## config.mk

```make
export PLATFORM = sky130hd
export DESIGN_NAME = rfsc_cmd_issuer_flat
export DESIGN_NICKNAME = d
export VERILOG_FILES = /design/src/rtl/rfsc_pkg.sv /design/src/rtl/rfsc_cmd_issuer_if.sv /design/src/rtl/rfsc_cmd_fifo.sv /design/src/rtl/rfsc_cmd_issuer.sv /design/src/flat_wrapper.sv
export SDC_FILE = /design/constraint.sdc
export NUM_CORES = 1
export LEC_CHECK = 0
export ABC_AREA = 1
export CORE_MARGIN = 8
export CORE_UTILIZATION = 30
export CTS_CLUSTER_SIZE = 30
export DETAILED_ROUTE_END_ITERATION = 8
export PLACE_DENSITY_LB_ADDON = 0.25
export SYNTH_ARGS = -nofsm -noshare
export SYNTH_HDL_FRONTEND = slang
export SYNTH_SLANG_ARGS = --single-unit
```

## constraint.sdc

```tcl
create_clock -name Clk -period 2.3 [get_ports Clk]
set_input_delay 0.575 -clock Clk [delete_from_list [all_inputs] [get_ports Clk]]
set_output_delay 0.575 -clock Clk [all_outputs]
set_load 0.02 [all_outputs]
```

## src/rtl/rfsc_pkg.sv

```systemverilog
// Shared types and field widths for the RFSC command issuer:
// the packed command triplet and the issuer state encoding.
package rfsc_pkg;

    localparam int PIN_W   = 3;
    localparam int CIN_W   = 4;
    localparam int SPIN_W  = 3;
    localparam int CMD_W   = PIN_W + CIN_W + SPIN_W;
    localparam int COUNT_W = 8;

    typedef struct packed {
        logic [PIN_W-1:0]  pin;
        logic [CIN_W-1:0]  cin;
        logic [SPIN_W-1:0] spin;
    } rfsc_cmd_t;

    typedef enum logic [2:0] {
        IDLE,
        SETUP,
        STROBE,
        WAIT_ACK,
        GAP
    } rfsc_issuer_state_e;

endpackage

```

## src/rtl/rfsc_cmd_issuer_if.sv

```systemverilog
// Host-side command channel of the issuer: a valid/ready push of one
// Pin/Cin/SPin triplet. The host is the master, the issuer the slave.
interface rfsc_cmd_issuer_if;
    import rfsc_pkg::*;

    logic              cmd_valid;
    logic              cmd_ready;
    logic [PIN_W-1:0]  cmd_pin;
    logic [CIN_W-1:0]  cmd_cin;
    logic [SPIN_W-1:0] cmd_spin;

    modport master (
        output cmd_valid,
        output cmd_pin,
        output cmd_cin,
        output cmd_spin,
        input  cmd_ready
    );

    modport slave (
        input  cmd_valid,
        input  cmd_pin,
        input  cmd_cin,
        input  cmd_spin,
        output cmd_ready
    );
endinterface

```

## src/rtl/rfsc_cmd_fifo.sv

```systemverilog
// Small first-word-fall-through FIFO of RFSC commands. Pushes while full
// and pops while empty are dropped; push and pop together keep the level.
module rfsc_cmd_fifo
    import rfsc_pkg::*;
#(
    parameter int DEPTH = 4
) (
    input  logic                   clk_i,
    input  logic                   rst_i,
    input  logic                   push_i,
    input  rfsc_cmd_t              data_i,
    input  logic                   pop_i,
    output rfsc_cmd_t              data_o,
    output logic                   full_o,
    output logic                   empty_o,
    output logic [$clog2(DEPTH):0] level_o
);
    localparam int PTR_W = $clog2(DEPTH);

    rfsc_cmd_t        mem_q [DEPTH];
    logic [PTR_W-1:0] wrPtr_q;
    logic [PTR_W-1:0] rdPtr_q;
    logic [PTR_W:0]   level_q;
    logic             doPush;
    logic             doPop;

    assign full_o  = (level_q == (PTR_W+1)'(DEPTH));
    assign empty_o = (level_q == '0);
    assign level_o = level_q;
    assign data_o  = mem_q[rdPtr_q];
    assign doPush  = push_i && !full_o;
    assign doPop   = pop_i && !empty_o;

    // Storage, pointers and occupancy; reset flushes the queue.
    always_ff @(posedge clk_i) begin
        if (rst_i) begin
            wrPtr_q <= '0;
            rdPtr_q <= '0;
            level_q <= '0;
        end else begin
            if (doPush) begin
                mem_q[wrPtr_q] <= data_i;
                wrPtr_q        <= wrPtr_q + 1'b1;
            end
            if (doPop) begin
                rdPtr_q <= rdPtr_q + 1'b1;
            end
            case ({doPush, doPop})
                2'b10:   level_q <= level_q + 1'b1;
                2'b01:   level_q <= level_q - 1'b1;
                default: level_q <= level_q;
            endcase
        end
    end
endmodule

```

## src/rtl/rfsc_cmd_issuer.sv

```systemverilog
// Command-issuing front end for RFSC_stateNew: queues host commands and
// presents them one at a time with a setup interval, a one-cycle Start/EN
// strobe, an acknowledge wait and an idle gap.
// Optional feature: define RFSC_CMD_TIMEOUT_EN to abandon a command after
// TIMEOUT_CYC cycles without acknowledge and raise the sticky timeout_err.
module rfsc_cmd_issuer
    import rfsc_pkg::*;
#(
    parameter int DEPTH       = 4,
    parameter int SETUP_CYC   = 1,
    parameter int GAP_CYC     = 2,
    parameter int TIMEOUT_CYC = 64
) (
    input  logic                   Clk,
    input  logic                   Reset,
    rfsc_cmd_issuer_if.slave       host,
    output logic                   Start,
    output logic                   EN,
    output logic [PIN_W-1:0]       Pin,
    output logic [CIN_W-1:0]       Cin,
    output logic [SPIN_W-1:0]      SPin,
    input  logic                   update,
    input  logic                   err_clr,
    output logic                   timeout_err,
    output logic                   busy,
    output logic [COUNT_W-1:0]     issued_count,
    output logic [$clog2(DEPTH):0] fifo_level
);
    localparam int CNT_W = 16;
    localparam logic [CNT_W-1:0] SETUP_LAST = CNT_W'(SETUP_CYC - 1);
    localparam logic [CNT_W-1:0] GAP_LAST   = CNT_W'(GAP_CYC - 1);
    localparam rfsc_issuer_state_e AFTER_CMD = (GAP_CYC == 0) ? IDLE : GAP;

    rfsc_issuer_state_e  state_q;
    logic [CNT_W-1:0]    cnt_q;
    rfsc_cmd_t           cmd_q;
    logic                start_q;
    logic [COUNT_W-1:0]  count_q;

    rfsc_cmd_t           hostCmd;
    rfsc_cmd_t           fifoHead;
    logic                fifoFull;
    logic                fifoEmpty;
    logic                popReq;
    logic                timedOut;

    assign hostCmd = '{pin: host.cmd_pin, cin: host.cmd_cin, spin: host.cmd_spin};
    assign popReq  = (state_q == IDLE) && !fifoEmpty;

    rfsc_cmd_fifo #(.DEPTH(DEPTH)) u_fifo (
        .clk_i   (Clk),
        .rst_i   (Reset),
        .push_i  (host.cmd_valid),
        .data_i  (hostCmd),
        .pop_i   (popReq),
        .data_o  (fifoHead),
        .full_o  (fifoFull),
        .empty_o (fifoEmpty),
        .level_o (fifo_level)
    );

`ifdef RFSC_CMD_TIMEOUT_EN
    localparam logic [CNT_W-1:0] TIMEOUT_LAST = CNT_W'(TIMEOUT_CYC - 1);

    logic timeoutErr_q;

    assign timedOut    = (cnt_q == TIMEOUT_LAST);
    assign timeout_err = timeoutErr_q;

    // Sticky timeout flag; a new timeout beats a clear in the same cycle.
    always_ff @(posedge Clk) begin
        if (Reset) begin
            timeoutErr_q <= 1'b0;
        end else if ((state_q == WAIT_ACK) && !update && timedOut) begin
            timeoutErr_q <= 1'b1;
        end else if (err_clr) begin
            timeoutErr_q <= 1'b0;
        end
    end
`else
    logic        unusedErrClr;
    logic [31:0] unusedTimeoutCyc;

    assign timedOut         = 1'b0;
    assign timeout_err      = 1'b0;
    assign unusedErrClr     = err_clr;
    assign unusedTimeoutCyc = TIMEOUT_CYC;
`endif

    // Issue sequencer: pop, hold setup, strobe once, await ack, then idle gap.
    always_ff @(posedge Clk) begin
        if (Reset) begin
            state_q <= IDLE;
            cnt_q   <= '0;
            cmd_q   <= '0;
            start_q <= 1'b0;
            count_q <= '0;
        end else begin
            start_q <= 1'b0;
            case (state_q)
                IDLE: begin
                    if (!fifoEmpty) begin
                        cmd_q   <= fifoHead;
                        cnt_q   <= '0;
                        state_q <= SETUP;
                    end
                end
                SETUP: begin
                    if (cnt_q == SETUP_LAST) begin
                        cnt_q   <= '0;
                        start_q <= 1'b1;
                        state_q <= STROBE;
                    end else begin
                        cnt_q <= cnt_q + 1'b1;
                    end
                end
                STROBE: begin
                    cnt_q <= '0;
                    if (update) begin
                        count_q <= count_q + 1'b1;
                        state_q <= AFTER_CMD;
                    end else begin
                        state_q <= WAIT_ACK;
                    end
                end
                WAIT_ACK: begin
                    if (update) begin
                        count_q <= count_q + 1'b1;
                        cnt_q   <= '0;
                        state_q <= AFTER_CMD;
                    end else if (timedOut) begin
                        cnt_q   <= '0;
                        state_q <= AFTER_CMD;
                    end else begin
                        cnt_q <= cnt_q + 1'b1;
                    end
                end
                GAP: begin
                    if (cnt_q == GAP_LAST) begin
                        cnt_q   <= '0;
                        state_q <= IDLE;
                    end else begin
                        cnt_q <= cnt_q + 1'b1;
                    end
                end
                default: begin
                    cnt_q   <= '0;
                    state_q <= IDLE;
                end
            endcase
        end
    end

    assign host.cmd_ready = !fifoFull;
    assign busy           = (state_q != IDLE) || !fifoEmpty;
    assign Start          = start_q;
    assign EN             = start_q;
    assign Pin            = cmd_q.pin;
    assign Cin            = cmd_q.cin;
    assign SPin           = cmd_q.spin;
    assign issued_count   = count_q;
endmodule

```

## src/flat_wrapper.sv

```systemverilog
// flat-port wrapper written by rule: the top's interface ports become plain ports
module rfsc_cmd_issuer_flat import rfsc_pkg::*;
#(
    parameter int DEPTH       = 4,
    parameter int SETUP_CYC   = 1,
    parameter int GAP_CYC     = 2,
    parameter int TIMEOUT_CYC = 64
)
  (Clk, Reset, Start, EN, Pin, Cin, SPin, update, err_clr, timeout_err, busy, issued_count, fifo_level, host_cmd_valid, host_cmd_pin, host_cmd_cin, host_cmd_spin, host_cmd_ready);
  rfsc_cmd_issuer_if host_i ();
  input  logic Clk;
  input  logic Reset;
  output logic Start;
  output logic EN;
  output logic [PIN_W-1:0] Pin;
  output logic [CIN_W-1:0] Cin;
  output logic [SPIN_W-1:0] SPin;
  input  logic update;
  input  logic err_clr;
  output logic timeout_err;
  output logic busy;
  output logic [COUNT_W-1:0] issued_count;
  output logic [$clog2(DEPTH):0] fifo_level;
  input wire logic [$bits(host_i.cmd_valid)-1:0] host_cmd_valid;
  input wire logic [$bits(host_i.cmd_pin)-1:0] host_cmd_pin;
  input wire logic [$bits(host_i.cmd_cin)-1:0] host_cmd_cin;
  input wire logic [$bits(host_i.cmd_spin)-1:0] host_cmd_spin;
  output wire logic [$bits(host_i.cmd_ready)-1:0] host_cmd_ready;
  assign host_i.cmd_valid = host_cmd_valid;
  assign host_i.cmd_pin = host_cmd_pin;
  assign host_i.cmd_cin = host_cmd_cin;
  assign host_i.cmd_spin = host_cmd_spin;
  assign host_cmd_ready = host_i.cmd_ready;
  rfsc_cmd_issuer #(.DEPTH(DEPTH), .SETUP_CYC(SETUP_CYC), .GAP_CYC(GAP_CYC), .TIMEOUT_CYC(TIMEOUT_CYC)) u_core (.Clk(Clk), .Reset(Reset), .host(host_i), .Start(Start), .EN(EN), .Pin(Pin), .Cin(Cin), .SPin(SPin), .update(update), .err_clr(err_clr), .timeout_err(timeout_err), .busy(busy), .issued_count(issued_count), .fifo_level(fifo_level));
endmodule
```

==> impl_results.md <==
- Hold Path Depth: 2
- Die Area: between 15000 and 20000 um2
- Largest net degree at the start of global routing: 26
- Max-cap violations: 0
- Synth Register Bits: 85
- # IOs: 41
- Inserted Clock Buffers: 9
- Worst r2r src: u_core.u_fifo.level_o[1]$_SDFFE_PP0P_
- Avg Inst Size Synth: approximately 9 um2
- Area growth from synthesis to layout: 24.4%
- Grt ovf: 0
- Setup Crit Path Kind: reg2out
- Core footprint: 12400 um2
- Total wire length: 8.51 mm
- Register area: 2100 um2
- DRT antenna net count: 0
- Comb pwr share: around 34%
- Worst VDD drop: 0.000783 V
- Arr. time, crit path: about 1.6 ns
- Total track usage: 10.8%
- Sw Pwr: around 1800 uW
- 1st-iter DRT viols: 174
- WHS Endpoint: u_core.cnt_q[14]$_SDFFE_PP0N_
- Clock latency on the worst-skew pair: 0.33 ns
- RSZ-0062 raised after global routing: false
- Nets@finish: 499
- Root buf cell: clkbuf_16
- PortBufs: 38
- Tmin final: 2.15 ns
- Final Hold Fails: 0
- Vias/cell: 4.52
- Routed len/inst: about 13 um
- Post-synth net total: 452
- Starting Density: 30.3%
- R2R cell count: 11
- Vias in the first global route: ~2900
- Post-Synthesis Cells: between 400 and 500
- GP Congestion: between 0.7 and 0.8
- Yosys warns: 0
- Die Wd: 128 um
- Crit path required time: 1.73 ns
- Max frequency: 466 MHz
- Antenna violations before repair: 0
- R2r endpoint: u_core.u_fifo.level_o[2]$_SDFFE_PP0P_
- H-tree levels: 3
- P_int: 3270 uW
- Setup Buffers After CTS: 0
- PwrDens: 1090 nW/um2
- Fillers: 1290
- DR pass1 iterations: 4
- Final Max Slew Viols: 0
- Setup TNS: 0 ns
- CTS tree: yes
- DRC: 0
- Sw Ratio: a little over a third
- Fin crit share: 93.4%
- Fin util: 37.6%
- Worst hold start: u_core.cnt_q[14]$_SDFFE_PP0N_
- Worst-path clk slew: 0.06 ns
- Crit end category: output pin
- FF-to-FF setup slack: 0.26 ns
- CP Launch Type: flop
- Clock buffer depth: 2
- CTS Sinks: 85
- Setup violators final: 0
- Clk pwr share: 28.5%
- Antenna fix cells: 0
- Hpwl dp: between 5 and 6 mm
- Sequential power share: between 30% and 40%
- Multi-input gate area: 1460 um2
- Global-route wire length before repair: between 10 and 15 mm
- Seq/Total Area, Yosys: 56.0%
- Maximum fanout along the worst path: 3
- Clk_skew: just under 0.005 ns
- Chip Height: 128 um
- Outcome: complete, no violations
- Share of layout cells above drive strength 1: 8.35%
- Cell area after synthesis: 3760 um2
- Hold Path Class: reg2reg
- Vias: 2945
- Rows: slightly above 40
- Library cells used by synthesis: 31
- Leakage: 0.00167 uW
## cells in the mapped netlist (all sizes together)
library cell	number	area (um2)
a21boi	1	7.51
a21oi	21	105
a31oi	10	62.6
buf	5	32.5
clkbuf	8	30.0
conb	1	3.75
dfxtp	45	901
edfxtp	40	1200
fa	1	20.0
ha	9	113
inv	36	135
nand2	66	258
nand3	18	100
nand4	6	37.5
nor2	98	398
nor3	8	40.0
nor3b	2	15.0
o21a	1	7.51
o21ai	40	200
o22ai	1	6.26
or2	3	21.3
xnor2	1	8.76
xor2	6	52.6
## how the worst max path moves through the flow
stage                                          startpoint                                    end  slack (ns)  cells past startpoint
global placement                           host_cmd_valid  u_core.u_fifo.level_o[2]$_SDFFE_PP0P_        0.04                      9
global route        u_core.u_fifo.level_o[1]$_SDFFE_PP0P_  u_core.u_fifo.level_o[2]$_SDFFE_PP0P_        0.03                     11
CTS                 u_core.u_fifo.level_o[1]$_SDFFE_PP0P_                         host_cmd_ready        0.12                      3
finish              u_core.u_fifo.level_o[1]$_SDFFE_PP0P_                         host_cmd_ready        0.15                      3
floorplan           u_core.u_fifo.level_o[0]$_SDFFE_PP0P_  u_core.u_fifo.level_o[2]$_SDFFE_PP0P_        0.05                     12
detailed placement                         host_cmd_valid  u_core.u_fifo.level_o[2]$_SDFFE_PP0P_        0.04                      9
## registers in the layout, summed over array words and instances, names as in the netlist
name and flops:
u_core.u_fifo.mem_q 40, u_core.SPin 3, u_core.u_fifo.rdPtr_q 2, u_core.cnt_q 16, u_core.Pin 3, u_core.Cin 4, u_core.EN 1, u_core.u_fifo.wrPtr_q 2
u_core.issued_count 8, u_core.state_q 3, u_core.u_fifo.level_o 3
## worst max-delay path: stages, from the launching register on
cell and delay, ns:
dfxtp_1 0.37, inv_1 0.09, nand3_1 0.14, clkdlybuf4s50_1 0.64
## layout by cell type (no fill, tap or decap), drive strengths merged, types with 8 or more instances in the layout
cell and count:
nor2 98, nand2 66, dfxtp 45, o21ai 40, edfxtp 40, inv 39, clkdlybuf4s50 37, a21oi 21
nand3 18, buf 11, a31oi 10, clkbuf 10, ha 9, nor3 8
## metrics by stage
stage | area, um2 | power, uW | instances | setup slack [ns] | hold WS, ns
final | 4670 | 5070 | 651 | 0.152 | 0.499
after floorplan | 3760 | 3030 | 427 | 0.0528 | 0.465
after detailed placement | 4370 | 3690 | 635 | 0.0445 | 0.490
after CTS | 4670 | 5140 | 651 | 0.117 | 0.500
after global placement | 4370 | 3670 | 635 | 0.0425 | 0.488
after global routing | 4670 | 5400 | 651 | 0.0282 | 0.520
## layer usage
| layer | vias up | routed length (um) | global-route usage (%) |
|---|---|---|---|
| met5 | - | 0 | 0 |
| met4 | 0 | 128 | 3.57 |
| met3 | 13 | 329 | 3.12 |
| met2 | 63 | 4080 | 19.3 |
| met1 | 1364 | 3970 | 12.1 |
| li1 | 1505 | - | - |
## timing repair
item,4_1_cts,5_1_grt
hold endpoints to repair,0,0
resized for setup,1,0
setup endpoints to repair,1,0
hold buffers,0,0
## power groups by stage
stage	Sequential, uW	Combinational (uW)	Clock, uW
2_1_floorplan	2060	967	0
6_report	1910	1720	1440
3_3_place_gp	1940	1730	0
3_5_place_dp	1940	1740	0
5_1_grt	1940	1920	1550
4_1_cts	1920	1740	1490
## logic make-up (layout without fill, tap and decap cells)
| group | count (synthesis) | after routing | synth area share (%) |
|---|---|---|---|
| buf+inv | 49 | 101 | 5.26 |
| xor+xnor | 7 | 7 | 1.63 |
| simple gates | 201 | 201 | 23.2 |
| flops | 85 | 85 | 56.0 |
| other cells | 1 | 1 | 0.0998 |
| fa+ha+maj | 10 | 10 | 3.53 |
| compound gates | 74 | 74 | 10.4 |
## area by class of cell
| class | instances | area share [%] |
|---|---|---|
| multi-input cells | 293 | 31.2 |
| clock inverters | 6 | 1.47 |
| inverters | 36 | 2.89 |
| repair buffers | 49 | 9.88 |
| flip-flops and latches | 85 | 45.0 |
| clock buffers | 10 | 4.90 |
| well taps | 172 | 4.61 |
Note: power is estimated with default switching activity, not from simulation.
